File: src/rtl/mem_stage.sv
// Memory pipeline stage with a multi-cycle data-memory access.
// ready drops for ACCESS_CYCLES cycles per load/store, and the result is delivered on the DONE edge.
module mem_stage #(
  parameter int ADDR_BASE     = 1024,
  parameter int DEPTH         = 64,
  parameter int ACCESS_CYCLES = 4
) (
  input  logic        clk,
  input  logic        rst,
  input  logic        WB_en_in,
  input  logic        mem_read_in,
  input  logic        mem_write_in,
  input  logic [3:0]  dst_in,
  input  logic [31:0] ALU_res_in,
  input  logic [31:0] val_Rm_in,
  output logic        ready,
  output logic        WB_en_out,
  output logic        mem_read_out,
  output logic [3:0]  dst_out,
  output logic [31:0] ALU_res_out,
  output logic [31:0] mem_data_out
);

  localparam int          IDX_W = (DEPTH > 1) ? $clog2(DEPTH) : 1;
  localparam logic [31:0] BASE  = 32'(ADDR_BASE);
  localparam logic [31:0] LIMIT = 32'(ADDR_BASE + 4 * DEPTH);
  localparam logic [3:0]  LAST  = 4'(ACCESS_CYCLES - 1);

  typedef enum logic [1:0] {
    IDLE = 2'd0,
    BUSY = 2'd1,
    DONE = 2'd2
  } state_t;

  state_t            state;
  state_t            state_next;
  logic [3:0]        count;
  logic              req;
  logic              is_write;
  logic              is_read;
  logic              in_range;
  logic [31:0]       offset;
  logic [IDX_W-1:0]  idx;
  logic              unused_offset_bits;
  logic [31:0]       mem [DEPTH];

  assign req      = mem_read_in | mem_write_in;
  assign is_write = mem_write_in;
  assign is_read  = mem_read_in & ~mem_write_in;
  assign offset   = ALU_res_in - BASE;
  assign in_range = (ALU_res_in >= BASE) && (ALU_res_in < LIMIT);
  assign idx      = offset[IDX_W+1:2];
  assign unused_offset_bits = ^{offset[31:IDX_W+2], offset[1:0]};

  // State register and access cycle counter
  always_ff @(posedge clk) begin
    if (rst) begin
      state <= IDLE;
      count <= 4'd0;
    end else begin
      state <= state_next;
      case (state)
        IDLE:    count <= req ? 4'd1 : 4'd0;
        BUSY:    count <= (count == LAST) ? 4'd0 : count + 4'd1;
        default: count <= 4'd0;
      endcase
    end
  end

  // Next-state logic
  always_comb begin
    state_next = IDLE;
    case (state)
      IDLE:    state_next = req ? BUSY : IDLE;
      BUSY:    state_next = (count == LAST) ? DONE : BUSY;
      DONE:    state_next = IDLE;
      default: state_next = IDLE;
    endcase
  end

  // Stall output; forced high while reset is asserted
  always_comb begin
    ready = 1'b1;
    case (state)
      IDLE:    ready = rst | ~req;
      BUSY:    ready = rst;
      DONE:    ready = 1'b1;
      default: ready = 1'b1;
    endcase
  end

  // Data memory write port, committed only on the edge leaving DONE
  always_ff @(posedge clk) begin
    if (!rst && state == DONE && is_write && in_range) begin
      mem[idx] <= val_Rm_in;
    end
  end

  // Pipeline output register: bubble while stalled, load otherwise
  always_ff @(posedge clk) begin
    if (rst) begin
      WB_en_out    <= 1'b0;
      mem_read_out <= 1'b0;
      dst_out      <= 4'd0;
      ALU_res_out  <= 32'd0;
      mem_data_out <= 32'd0;
    end else if (!ready) begin
      WB_en_out    <= 1'b0;
      mem_read_out <= 1'b0;
    end else begin
      WB_en_out    <= WB_en_in;
      mem_read_out <= mem_read_in;
      dst_out      <= dst_in;
      ALU_res_out  <= ALU_res_in;
      if (state == DONE && is_read) begin
        mem_data_out <= in_range ? mem[idx] : 32'd0;
      end
    end
  end

endmodule

File: config.mk
export PLATFORM = sky130hd
export DESIGN_NAME = mem_stage
export DESIGN_NICKNAME = d
export VERILOG_FILES = /design/src/rtl/mem_stage.sv
export SDC_FILE = /design/constraint.sdc
export NUM_CORES = 2
export LEC_CHECK = 0
export BUFFER_PORTS_ARGS = -buffer_cell sky130_fd_sc_hd__buf_2
export CORE_MARGIN = 1.5
export CORE_UTILIZATION = 25
export DETAILED_ROUTE_END_ITERATION = 8
export SYNTH_ARGS = -nofsm -noshare
export SYNTH_HDL_FRONTEND = slang
export SYNTH_SLANG_ARGS = --single-unit
File: constraint.sdc
create_clock -name clk -period 3.7 [get_ports clk]
set_input_delay 0.185 -clock clk [delete_from_list [all_inputs] [get_ports clk]]
set_output_delay 0.185 -clock clk [all_outputs]
set_load 0.005 [all_outputs]
==> impl_metrics.ini <==
[cells_and_area]
multiInputGateArea_mm2 = 0.0170
final_common_cell = edfxtp_1
area_growth_pct = 20.7
drive_gt1_frac = 0.262
mostFrequentLayoutCells = edfxtp_1, buf_4, o22ai_1, mux4_2, nand2_1
fill_cells = 31200
nets = 4870
ff_latch_area_mm2 = 0.0630
fin_area_mm2 = 0.0977

[detailed_routing]
firstDrtPassIters = 8
vias = 48400
drt-wirelength-per-cell_um = 31.0
wl_um = 288000
viasPerCell = 5.21
postRouteAntennaNets = 0
drc_errors = 0
first_iter_violations = 8170

[worst_setup_path]
crit_required_ns = 3.51
worst_path_max_delay_cell = inv_2
cp_max_fo = 41
crit_type = input pin to output pin
crit_chain = dlygate4sd3_1 > buf_2 > buf_4 > nor2_1 > o31a_1 > buf_4 > inv_2 > buf_2
arrival_ns = 2.77
crit_buf_inv = 6
critical-path-top-delay-family = buffers and inverters
crit_path_max_incr_delay_ns = 0.65
start_kind = input pin
crit_path_end_kind = output pin

[placement]
port_buffers = 143
gp_congestion = 0.910
post-place-ws_ns = 0.153
dp_hpwl_um = 178000
dpl-instance-area_mm2 = 0.0904

[grt]
grt_max_degree = 74
overflow = 0
grt_pass1_vias = 46500
grt.total_usage = 0.171
grt_first_pass_wirelength_um = 390000
grt_antenna_before_repair = 53

[sta]
slew_violations = 0
min_period_ns = 2.95
fin_skew_ns = 0.0552
setup_slack_ns = 0.748
worst_pin_slew_ns = 1.21
finalSetupTns_ns = 0
fin_hold_ws_ns = 0.0645
fmax_ghz = 0.339
rsz0062_at_grt = false
slew_headroom = 0.193
setup_viol = 0
finalHoldViolCount = 0
finalCritPeriodShare = 0.798

[synth]
syn-num-nets = 4352
netlist_instances = 4278
synth_mux_area_frac = 0.106
synth_top_family_by_area = multiplexers
synth.area.top_cells = edfxtp_1, mux4_2, mux2_2
synth_adder_area_share = 0.000154
syn_area_per_cell_um2 = 18.9
ys_types = 71
ys_dominant_reg_cell = edfxtp_1
ys_warn_count = 0
yosys.area_share.simple = 0.0262
synth_compound_area_frac = 0.0711
synthXorXnorAreaFrac = 0.000108
synth-seq-cells = 2124
ys_async_sr_fraction = 0
netlist_area_mm2 = 0.0810
synth_top_area_cell = edfxtp_1
synth_edf_count = 2048
ys_seq_area_frac = 0.778
synth_top_area_share = 0.759

[pwr]
p_per_area_mw_per_mm2 = 507
total_power_uw = 49600
ir_worst_vdd_uv = 535
p_leak_uw = 0.0306

[clocking]
cts.htree.levels = 4
clkLatencyLatePin_ns = 0.88
cts-buffers-inserted = 200
cts.sinks = 2124
clockBufferDepth = 3
cts-root-buf = clkbuf_16
cts_tree = yes
cts.clk_slew.worst_paths_ns = 0.06

[status]
status = finished clean

[floorplanning]
core-area_mm2 = 0.322
fp.dieH_um = 572
die-area_mm2 = 0.327
io-pin-count = 144
dieWidth_um = 572
start_util = 0.252
rows = 208

[flow_run]
maxCapViolCount = 0

[worst_hold_path]
hold_class = input pin to register
==> power breakdown <==
part	switching (µW)	internal, µW
Combinational	1960	908
Clock	9130	11200
Sequential	15.6	26400
==> synthesized netlist by cell type, types with 6 or more instances <==
cell       instances
a2111oi_0          7
a211o_1            8
a211oi_1          24
a21o_1             6
a21oi_1          137
a221o_1           12
a221oi_1          16
a22o_1            18
a22oi_1           29
a2bb2oi_1         15
a31oi_1            9
a32o_1             7
and3_1             7
buf_1             13
buf_2            108
buf_4             56
buf_6              6
clkbuf_1         103
dfxtp_1           76
edfxtp_1        2048
inv_1             10
mux2_2           169
mux2i_1          125
mux4_2           240
nand2_1          228
nand2b_1           7
nand3_1           22
nand3b_1           9
nor2_1           130
nor2b_1           13
nor3_1            20
nor4_1            11
o2111ai_1          7
o21ai_0           92
o221ai_1         116
o22a_1            21
o22ai_1          258
o31ai_1           19
o32ai_1            7
or3_1              8
==> cells by family after synthesis <==
family / count (synthesis)
muxes: 534
xor gates and xnor gates: 1
AOI/OAI and AO/OA: 838
and+or+nand+nor: 483
DFF: 2124
adders and majority gates: 1
buffers and inverters: 297
==> metrics by stage <==
step / instances / util
floorplan: 4278 / -
global route: 9281 / 0.304
CTS: 9271 / 0.304
detailed placement: 8807 / 0.281
finish: 9292 / 0.304
global placement: 8807 / 0.281
==> repair_timing <==
item | 4_1_cts | 5_1_grt
endpoints found under the hold margin | 697 | 0
resized for setup | 0 | 0
hold buffers | 92 | 0
buffers inserted | 0 | 0
==> worst register-to-register path, cell delays in order, from the launching register on <==
cell and delay (ns):
dfxtp_1 0.36, o31a_1 0.31, buf_4 0.26, inv_2 0.66
nand2_1 0.14, a21oi_1 0.22, dlygate4sd3_1 0.59
==> state kept, by name, summed over array words and instances, names as in the netlist <==
signal,count
ALU_res_out,32
WB_en_out,1
count,4
dst_out,4
mem,2048
mem_data_out,32
mem_read_out,1
state,2
==> worst paths after layout <==
kind	from	to	slack, ns	cells past startpoint
worst min-delay path	val_Rm_in[26]	mem[43][26]	0.06	1
worst max register to register	state[0]	ALU_res_out[26]	1.09	6
worst min register to register	ALU_res_out[6]	ALU_res_out[6]	0.45	2
worst max-delay path	rst	ready	0.75	8
==> final cells by class <==
cell class | count | share of cell area
Antenna cell | 21 | 0.000538
Clock buffer | 258 | 0.0546
Clock inverter | 114 | 0.0110
Inverter | 11 | 0.000499
Multi-Input combinational cell | 1857 | 0.174
Sequential cell | 2124 | 0.645
Tap cell | 4305 | 0.0551
Timing Repair Buffer | 602 | 0.0592
==> per-layer routing <==
metal | share of wire | wire length, µm | GRT usage | vias to the layer above
met5 | 0.00066 | 190 | 0 | -
met4 | 0.056 | 16000 | 0.0837 | 26
met3 | 0.13 | 36600 | 0.0431 | 704
met2 | 0.45 | 129000 | 0.263 | 3592
met1 | 0.37 | 106000 | 0.225 | 25400
li1 | - | - | - | 18800
Note: power is estimated with default switching activity, not from simulation.
